[src/rtl/fetch_pkg.sv]
// Shared types and constants for the instruction-fetch stage and its IF/ID register.
// Holds the fetch FSM encoding, datapath widths and the reset/bubble defaults.
package fetch_pkg;

    localparam int unsigned INSTR_W = 32;
    localparam int unsigned PC_W    = 64;

    localparam logic [INSTR_W-1:0] NOP_INSTR_DEFAULT = 32'h0000_0013;
    localparam logic [PC_W-1:0]    RESET_PC_DEFAULT  = 64'h0;

    typedef enum logic [1:0] {
        ST_REQ  = 2'd0,
        ST_WAIT = 2'd1,
        ST_HOLD = 2'd2
    } fetch_state_e;

    // Redirect targets are forced onto a 4-byte instruction boundary.
    function automatic logic [PC_W-1:0] align_pc(input logic [PC_W-1:0] pc);
        return pc & ~(PC_W'(3));
    endfunction

endpackage

[src/rtl/if_id_reg.sv]
// IF/ID pipeline register: flush beats hold, hold beats load.
// Empty or flushed contents read as a bubble (valid=0, pc=0, NOP word).
module if_id_reg
    import fetch_pkg::*;
#(
    parameter logic [INSTR_W-1:0] NOP_INSTR = NOP_INSTR_DEFAULT
) (
    input  logic               clk,
    input  logic               reset,
    input  logic               load,
    input  logic               flush,
    input  logic               hold,
    input  logic [PC_W-1:0]    load_pc,
    input  logic [INSTR_W-1:0] load_instr,
    output logic               valid,
    output logic [PC_W-1:0]    pc,
    output logic [INSTR_W-1:0] instr
);

    always_ff @(posedge clk or negedge reset) begin
        if (!reset) begin
            valid <= 1'b0;
            pc    <= '0;
            instr <= NOP_INSTR;
        end else if (flush) begin
            valid <= 1'b0;
            pc    <= '0;
            instr <= NOP_INSTR;
        end else if (load && !hold) begin
            valid <= 1'b1;
            pc    <= load_pc;
            instr <= load_instr;
        end
    end

endmodule

[src/rtl/instr_fetch_if_id.sv]
// Instruction fetch stage: PC generation, single-outstanding imem fetch FSM and IF/ID register.
// A redirect from branch resolution outranks stall and every FSM action.
module instr_fetch_if_id
    import fetch_pkg::*;
#(
    parameter logic [PC_W-1:0]    RESET_PC  = RESET_PC_DEFAULT,
    parameter logic [INSTR_W-1:0] NOP_INSTR = NOP_INSTR_DEFAULT
) (
    input  logic               clk,
    input  logic               reset,
    output logic               imem_req_valid,
    input  logic               imem_req_ready,
    output logic [PC_W-1:0]    imem_addr,
    input  logic               imem_resp_valid,
    input  logic [INSTR_W-1:0] imem_resp_data,
    input  logic               stall,
    input  logic               branch_taken,
    input  logic [PC_W-1:0]    branch_target,
    output logic               if_id_valid,
    output logic [PC_W-1:0]    if_id_pc,
    output logic [INSTR_W-1:0] if_id_instruc,
    output logic [1:0]         dbg_state
);

    // Handshake: a request transfers on a rising edge where imem_req_valid and
    // imem_req_ready are both high; imem_req_valid holds until then. The memory
    // answers each transfer with exactly one imem_resp_valid pulse, at least one
    // cycle later, and never back-pressures the response.

    fetch_state_e        state_q, state_d;
    logic [PC_W-1:0]     pc_q, pc_d;
    logic                drop_q, drop_d;
    logic [INSTR_W-1:0]  resp_buf_q, resp_buf_d;
    logic                ifid_load;
    logic [INSTR_W-1:0]  ifid_instr;

    always_ff @(posedge clk or negedge reset) begin
        if (!reset) begin
            state_q    <= ST_REQ;
            pc_q       <= RESET_PC;
            drop_q     <= 1'b0;
            resp_buf_q <= '0;
        end else begin
            state_q    <= state_d;
            pc_q       <= pc_d;
            drop_q     <= drop_d;
            resp_buf_q <= resp_buf_d;
        end
    end

    always_comb begin
        state_d    = state_q;
        pc_d       = pc_q;
        drop_d     = drop_q;
        resp_buf_d = resp_buf_q;
        ifid_load  = 1'b0;
        ifid_instr = imem_resp_data;

        case (state_q)
            ST_REQ: begin
                if (imem_req_ready) begin
                    state_d = ST_WAIT;
                end
            end
            ST_WAIT: begin
                if (imem_resp_valid) begin
                    if (drop_q) begin
                        drop_d  = 1'b0;
                        state_d = ST_REQ;
                    end else if (!stall) begin
                        ifid_load = 1'b1;
                        pc_d      = pc_q + PC_W'(4);
                        state_d   = ST_REQ;
                    end else begin
                        resp_buf_d = imem_resp_data;
                        state_d    = ST_HOLD;
                    end
                end
            end
            ST_HOLD: begin
                if (!stall) begin
                    ifid_load  = 1'b1;
                    ifid_instr = resp_buf_q;
                    pc_d       = pc_q + PC_W'(4);
                    state_d    = ST_REQ;
                end
            end
            default: begin
                state_d = ST_REQ;
            end
        endcase

        // Any fetch already in flight belongs to the wrong path and is marked for discard.
        if (branch_taken) begin
            pc_d       = align_pc(branch_target);
            ifid_load  = 1'b0;
            resp_buf_d = '0;
            case (state_q)
                ST_REQ: begin
                    if (imem_req_ready) begin
                        drop_d  = 1'b1;
                        state_d = ST_WAIT;
                    end else begin
                        state_d = ST_REQ;
                    end
                end
                ST_WAIT: begin
                    if (imem_resp_valid) begin
                        drop_d  = 1'b0;
                        state_d = ST_REQ;
                    end else begin
                        drop_d  = 1'b1;
                        state_d = ST_WAIT;
                    end
                end
                default: begin
                    drop_d  = 1'b0;
                    state_d = ST_REQ;
                end
            endcase
        end
    end

    assign imem_req_valid = reset && (state_q == ST_REQ);
    assign imem_addr      = pc_q;
    assign dbg_state      = state_q;

    if_id_reg #(
        .NOP_INSTR (NOP_INSTR)
    ) u_if_id_reg (
        .clk        (clk),
        .reset      (reset),
        .load       (ifid_load),
        .flush      (branch_taken),
        .hold       (stall),
        .load_pc    (pc_q),
        .load_instr (ifid_instr),
        .valid      (if_id_valid),
        .pc         (if_id_pc),
        .instr      (if_id_instruc)
    );

endmodule
[config.mk]
export PLATFORM = sky130hd
export DESIGN_NAME = instr_fetch_if_id
export DESIGN_NICKNAME = d
export VERILOG_FILES = /design/src/rtl/fetch_pkg.sv /design/src/rtl/if_id_reg.sv /design/src/rtl/instr_fetch_if_id.sv
export SDC_FILE = /design/constraint.sdc
export NUM_CORES = 1
export LEC_CHECK = 0
export BUFFER_PORTS_ARGS = -buffer_cell sky130_fd_sc_hd__buf_2
export CAP_MARGIN = 20
export CORE_ASPECT_RATIO = 0.6
export CORE_MARGIN = 2
export CORE_UTILIZATION = 25
export DETAILED_ROUTE_END_ITERATION = 12
export MAX_ROUTING_LAYER = met4
export PLACE_DENSITY_LB_ADDON = 0.08
export SLEW_MARGIN = 40
export SYNTH_ARGS = -nofsm -noshare
export SYNTH_HDL_FRONTEND = slang
export SYNTH_SLANG_ARGS = --single-unit
[constraint.sdc]
create_clock -name clk -period 3.75 [get_ports clk]
set_input_delay 0.375 -clock clk [delete_from_list [all_inputs] [get_ports clk]]
set_output_delay 0.375 -clock clk [all_outputs]
set_load 0.02 [all_outputs]
==> results of run 1 <==
==> per-layer routing <==
layer	vias to the layer above	track usage [%]
met4	0	3.06
li1	4180	-
met3	16	4.01
met1	4113	25.1
met2	158	25.0
met5	-	-
==> worst max-delay path, delay by kind of cell, from the launching register on <==
kind / cells / cell delay (ps)
DFF: 1 / 410
buffers and inverters: 1 / 110
AOI/OAI and AO/OA: 1 / 610
and+or+nand+nor: 4 / 1560
adders and majority gates: 1 / 380
==> cells in the mapped netlist, types with 2 or more instances <==
cell / count / area [um^2]
a211o_1: 2 / 17.5
a211oi_1: 29 / 218
a21o_1: 2 / 15.0
a21oi_1: 95 / 475
a221o_1: 3 / 30.0
a22oi_1: 11 / 82.6
a31o_2: 2 / 17.5
a31oi_1: 14 / 87.6
and2_1: 5 / 31.3
and3_1: 13 / 81.3
and4_1: 3 / 26.3
buf_1: 7 / 26.3
buf_2: 9 / 45.0
buf_4: 3 / 22.5
clkbuf_1: 61 / 229
dfrtp_1: 190 / 4750
dfstp_2: 3 / 78.8
ha_1: 5 / 62.6
inv_1: 11 / 41.3
mux2i_1: 37 / 370
nand2_1: 268 / 1010
nand2b_1: 3 / 18.8
nand3_1: 35 / 175
nand4_1: 33 / 206
nor2_1: 61 / 229
nor2b_1: 18 / 113
nor3_1: 12 / 60.1
nor4_1: 10 / 62.6
nor4_2: 4 / 50.1
nor4_4: 2 / 42.5
o211ai_1: 9 / 67.6
o21ai_0: 25 / 125
o21ai_1: 13 / 65.1
or2_2: 2 / 12.5
or3_1: 10 / 62.6
or4_1: 14 / 105
xnor2_1: 18 / 158
xor2_1: 9 / 78.8
==> what timing repair did <==
| action | CTS | global route |
|---|---|---|
| hold buffers | 1 | 0 |
| buffers inserted | 0 | 0 |
| hold endpoints to repair | 54 | 0 |
| gates resized for setup | 0 | 0 |
==> sequential cells by signal (all words and copies together), names as in the netlist <==
| name | cells |
|---|---|
| u_if_id_reg.pc | 63 |
| imem_addr | 62 |
| dbg_state | 2 |
| drop_q | 1 |
| u_if_id_reg.valid | 1 |
| u_if_id_reg.instr | 32 |
| resp_buf_q | 32 |
==> report_power, final <==
| group | internal [mW] | switching, mW | total, mW |
|---|---|---|---|
| clock network | 0.931 | 0.920 | 1.85 |
| registers | 2.28 | 0.207 | 2.48 |
| logic | 0.434 | 0.844 | 1.28 |
| total | 3.64 | 1.97 | 5.61 |
==> final timing paths <==
| path | start | end |
|---|---|---|
| max | dbg_state[0] | imem_addr[58] |
| min | branch_target[36] | imem_addr[36] |
| max reg2reg | dbg_state[0] | imem_addr[58] |
| min reg2reg | u_if_id_reg.valid | u_if_id_reg.valid |
| max in group asynchronous | reset | resp_buf_q[14] |
| min in group asynchronous | reset | u_if_id_reg.pc[52] |
==> through the flow <==
stage | util (%) | setup slack, ps | cells
after detailed placement | 30.3 | 590 | 1782
after global routing | 31.8 | 329 | 1820
after floorplan | - | 1310 | 1071
final | 31.8 | 603 | 1820
after global placement | 30.3 | 690 | 1782
after CTS | 31.8 | 574 | 1815
==> cell families (layout without fill, tap and decap cells) <==
group / after synthesis / after routing / synth area share (%)
other cells: 1 / 7 / 0.0393
compound gates: 218 / 218 / 14.0
fa+ha+maj: 5 / 5 / 0.656
mux: 37 / 37 / 3.88
simple gates: 498 / 498 / 24.5
buf+inv: 91 / 322 / 3.82
xor+xnor: 27 / 27 / 2.48
flops: 193 / 193 / 50.6
==> cell type report <==
type	instances	area, um^2	share of cell area, %
Antenna cell	5	12.5	0.104
Sequential cell	193	4830	40.3
Clock buffer	19	433	3.61
Inverter	11	41.3	0.345
Tap cell	513	642	5.36
Clock inverter	13	129	1.08
Timing Repair Buffer	279	1510	12.6
Multi-Input combinational cell	787	4380	36.5
==> run metrics, run 1 <==
outcome complete, no violations; Die H 155 um; core area around 38000 um^2; WL met2 14.6 mm; first-pass GRT wire length 51.8 mm; initial antenna violation count 7; DR top layer met4; Synth cell types 57; CTS clk-pin slew, worst paths around 80 ps; Max Freq about 320 MHz; total CTS buffers 17; drt drc 0; min-delay worst type input pin to flop; Layout area overhead 25.5%; metal3 WL about 1.4 mm; most common cell after layout, fill and taps aside nand2_1; filler instances about 4100; Post-DP HPWL approximately 23 mm; row cnt 55; CTS tree yes; clk_lat worst skew 450 ps; Pwr per Cell Area about 470 nW/um^2; Hold Path Stages 3; Final Cycle Share between 80% and 90%; flops & latches, synth 193; via/cell ratio roughly 4.7; met1 WL between 15 and 20 mm; Post-DP Area 11400 um^2; top_reg_cell synth dfrtp_1; sequential share of the synthesized area approximately half; die extent in x 256 um; 1st-iter DRT viols roughly 500; Final ANT Viol Nets 0; Tot Pwr roughly 5.6 mW; Initial Utilization between 20 and 30%; Post-synth EDFFs 0; share of layout cells above drive strength 1 roughly 25%; vias 8467; GRT overflow 0; R2R Setup Slk 600 ps; most frequent cells in the layout nand2_1 (268), buf_2 (259), dfrtp_1 (190); crit path max fanout 12; total routed wirelength around 33 mm; final worst path period need approximately 3100 ps; FF-to-FF path depth 7; asr flop ratio synth 100%; WL/cell 18.4 um; setup_tns 0 ps; final setup violation count 0; CP Capture Type flop; crit start category flop; Hold Violations, Final 0; Ys Warns 0; Clock Skew between 10 and 15 ps; Max clock buf depth 2; max cap viols 0; Worst Max-Slew Pin Slew roughly 760 ps; Avg Cell Area, Syn slightly below 9 um^2; Data arrival, critical path around 3500 ps; Crit Path Class flop to flop; Die ar. around 40000 um^2; Port Buffers 261; Gate Count Post-Synth around 1100; Peak supply drop between 0.3 and 0.4 mV; vias in the first global route 8410; max-slew violation count 0; Crit path largest cell delay 640 ps; crit path cell chain inv_1 > ha_1 > nand2b_1 > a2111oi_4 > nand4_1 > or4_1 > nand3_1; CTS sink cnt ~190; Synth Cell Area 9540 um^2; largest net degree at the start of global routing 102; slowest CP cell or4_1; Root Buffer clkbuf_16; I/O pins between 200 and 300; Pleak 5.49 nW; Rel. slew slack 49.0%; TritonRoute pass-1 iters 5; RSZ-0062 raised after global routing false; Hold WS 109 ps; WP data required slightly above 4000 ps; global-route usage over all layers between 15 and 20%; gpl congestion between 0.7 and 0.8; htree depth 4; Post-Layout Inst Area 12000 um^2; Final #Nets about 1400
(Power assumes the default switching activity.)
==> run 2, diff against run 1 <==
==> constraint.sdc (replaced) <==
create_clock -name clk -period 2.73 [get_ports clk]
set_input_delay 0.273 -clock clk [delete_from_list [all_inputs] [get_ports clk]]
set_output_delay 0.273 -clock clk [all_outputs]
set_load 0.02 [all_outputs]
==> run 2 against run 1 <==
  * Combinational power rose by 41%
  * Non-clock buffer count rose by 18
  * Power rose by 41%
  * Utilization rose by 0.56 points
  * Die area did not move
  * First-iteration DRC count rose by 19%
  * Via count rose by 0.25%
  * Register-to-register slack got worse by 350 ps
  * Sequential power rose by 37%
  * Setup slack got worse by 350 ps
  * Cell area rose by 1.8%
  * Clock skew rose by 5.1 ps
  * Critical endpoint is now imem_addr[42]
  * Highest routed layer unchanged
==> run metrics, run 2 (synthesis gave the netlist of run 1 again) <==
outcome complete, no violations (unchanged); WP data required 3110 ps (was 4130 ps); RSZ-0062 raised after global routing false (unchanged); Port Buffers 261 (unchanged); share of layout cells above drive strength 1 26.2% (was 25.4%); Max clock buf depth 2 (unchanged); Final #Nets 1414 (was 1396); Post-DP Area 11500 um^2 (was 11400 um^2); vias in the first global route 8562 (was 8410); final setup violation count 0 (unchanged); Most flops, register u_if_id_reg.pc (unchanged); Worst Max-Slew Pin Slew 723 ps (was 763 ps); Layout area overhead 27.7% (was 25.5%); drt drc 0 (unchanged); CTS tree yes (unchanged); GR Util met2 25.9% (was 25.0%); row cnt 55 (unchanged); min-delay worst type input pin to flop (unchanged); grt peak-use layer met2 (was met1); first-pass GRT wire length 52.6 mm (was 51.8 mm); number of flip-flops in the largest register 63 (unchanged); CTS sink cnt 193 (unchanged); vias 8488 (was 8467); Final Non-Filler Cells 1836 (was 1820); CP Capture Type flop (unchanged); Peak supply drop 0.417 mV (was 0.323 mV); clk_lat worst skew 450 ps (about the same); initial antenna violation count 6 (was 7); gpl congestion 0.721 (was 0.755); most frequent cells in the layout nand2_1 (268), buf_2 (259), dfrtp_1 (190) (unchanged); via/cell ratio 4.62 (was 4.65); Final ANT Viol Nets 0 (unchanged); met1 usage 25.0% (was 25.1%); Final Cycle Share 90.9% (was 83.9%); post-cts resize count 0 (unchanged); Rel. slew slack 51.8% (was 49.0%); crit start category flop (unchanged); Post-Layout Inst Area 12200 um^2 (was 12000 um^2); utilization after layout 32.4% (was 31.8%); largest net degree at the start of global routing 119 (was 102); max-slew violation count 0 (unchanged); core area 37600 um^2 (unchanged); I/O pins 266 (unchanged); crit path max fanout 7 (was 12); Crit Path Class flop to flop (unchanged); Data arrival, critical path 2860 ps (was 3530 ps); Initial Utilization 25.4% (unchanged); total CTS buffers 17 (unchanged); GRT overflow 0 (unchanged); Die H 155 um (unchanged); total routed wirelength 33.7 mm (was 33.5 mm); Post-DP HPWL 23.0 mm (was 23.1 mm); most common cell after layout, fill and taps aside nand2_1 (unchanged); Max Freq 403 MHz (was 318 MHz); WL/cell 18.3 um (was 18.4 um); placed insts 1796 (was 1782); final worst path period need 2480 ps (was 3150 ps); Die ar. 39800 um^2 (unchanged); Pleak 5.61 nW (was 5.49 nW); Pwr per Cell Area 648 nW/um^2 (was 469 nW/um^2); Root Buffer clkbuf_16 (unchanged); Clock Skew 17.2 ps (was 12.0 ps); max cap viols 0 (unchanged); met3 usage 4.02% (was 4.01%); setup_tns 0 ps (unchanged); R2R Setup Slk 250 ps (was 600 ps); htree depth 4 (unchanged); global-route usage over all layers 17.6% (was 17.4%); TritonRoute pass-1 iters 5 (unchanged); 1st-iter DRT viols 590 (was 494); CTS clk-pin slew, worst paths 70 ps (was 80 ps); Hold Violations, Final 0 (unchanged); die extent in x 256 um (unchanged)
## run 2: cell types whose count changed in the layout (fill, tap and decap cells not counted), sizes merged, moves of 2 or more
cell,before,now
diode,5,3
bufinv,1,3
buf,277,293
dlygate4sd3,1,3
clkinvlp,5,2
## run 2: what timing repair did
item,4_1_cts,5_1_grt
hold endpoints to repair,58,0
buffers inserted,0,2
hold buffers,3,0
setup endpoints to repair,0,4
## run 2: cell type report
cell class / count / area, um^2
Fill cell: 4092 / 25500
Antenna cell: 3 / 7.51
Inverter: 11 / 41.3
Clock inverter: 12 / 155
Timing Repair Buffer: 297 / 1700
Tap cell: 513 / 642
Multi-Input combinational cell: 787 / 4370
Clock buffer: 20 / 437
Sequential cell: 193 / 4830
## run 2: final timing paths
kind | start | to | depth (start not counted)
worst max-delay path | dbg_state[1] | imem_addr[42] | 9
worst min-delay path | branch_target[19] | imem_addr[19] | 3
worst max register to register | dbg_state[1] | imem_addr[42] | 9
worst min register to register | u_if_id_reg.valid | u_if_id_reg.valid | 2
max in group asynchronous | reset | resp_buf_q[20] | 3
min in group asynchronous | reset | imem_addr[54] | 2
## run 2: critical path: stages (launching register included)
cell and delay [ps]:
dfrtp_1 400, inv_1 140, ha_1 240, nand3b_1 160, a2111oi_4 360, buf_4 200, nand3_1 170, buf_4 210
or4_1 460, nand3_1 80
## run 2: stage by stage
step	total power [mW]	hold slack, ps	setup WS [ps]
3_5_place_dp	5.31	288	117
2_1_floorplan	4.50	-22.6	286
5_1_grt	8.37	14.1	19.3
6_report	7.90	36.2	248
4_1_cts	8.05	4.73	94.8
3_3_place_gp	5.30	285	122
## run 2: routing by layer
layer,share of wire [%],vias to the layer above
li1,-,4210
met1,51,4098
met2,44,163
met3,4.3,17
met4,0.65,0
met5,0,-
## run 2: report_power, final
part,leakage [nW],total [mW],internal (mW),switching (mW)
sequential,2.53,3.41,3.13,0.284
combinational,2.80,1.81,0.634,1.17
clock,0.285,2.68,1.45,1.23
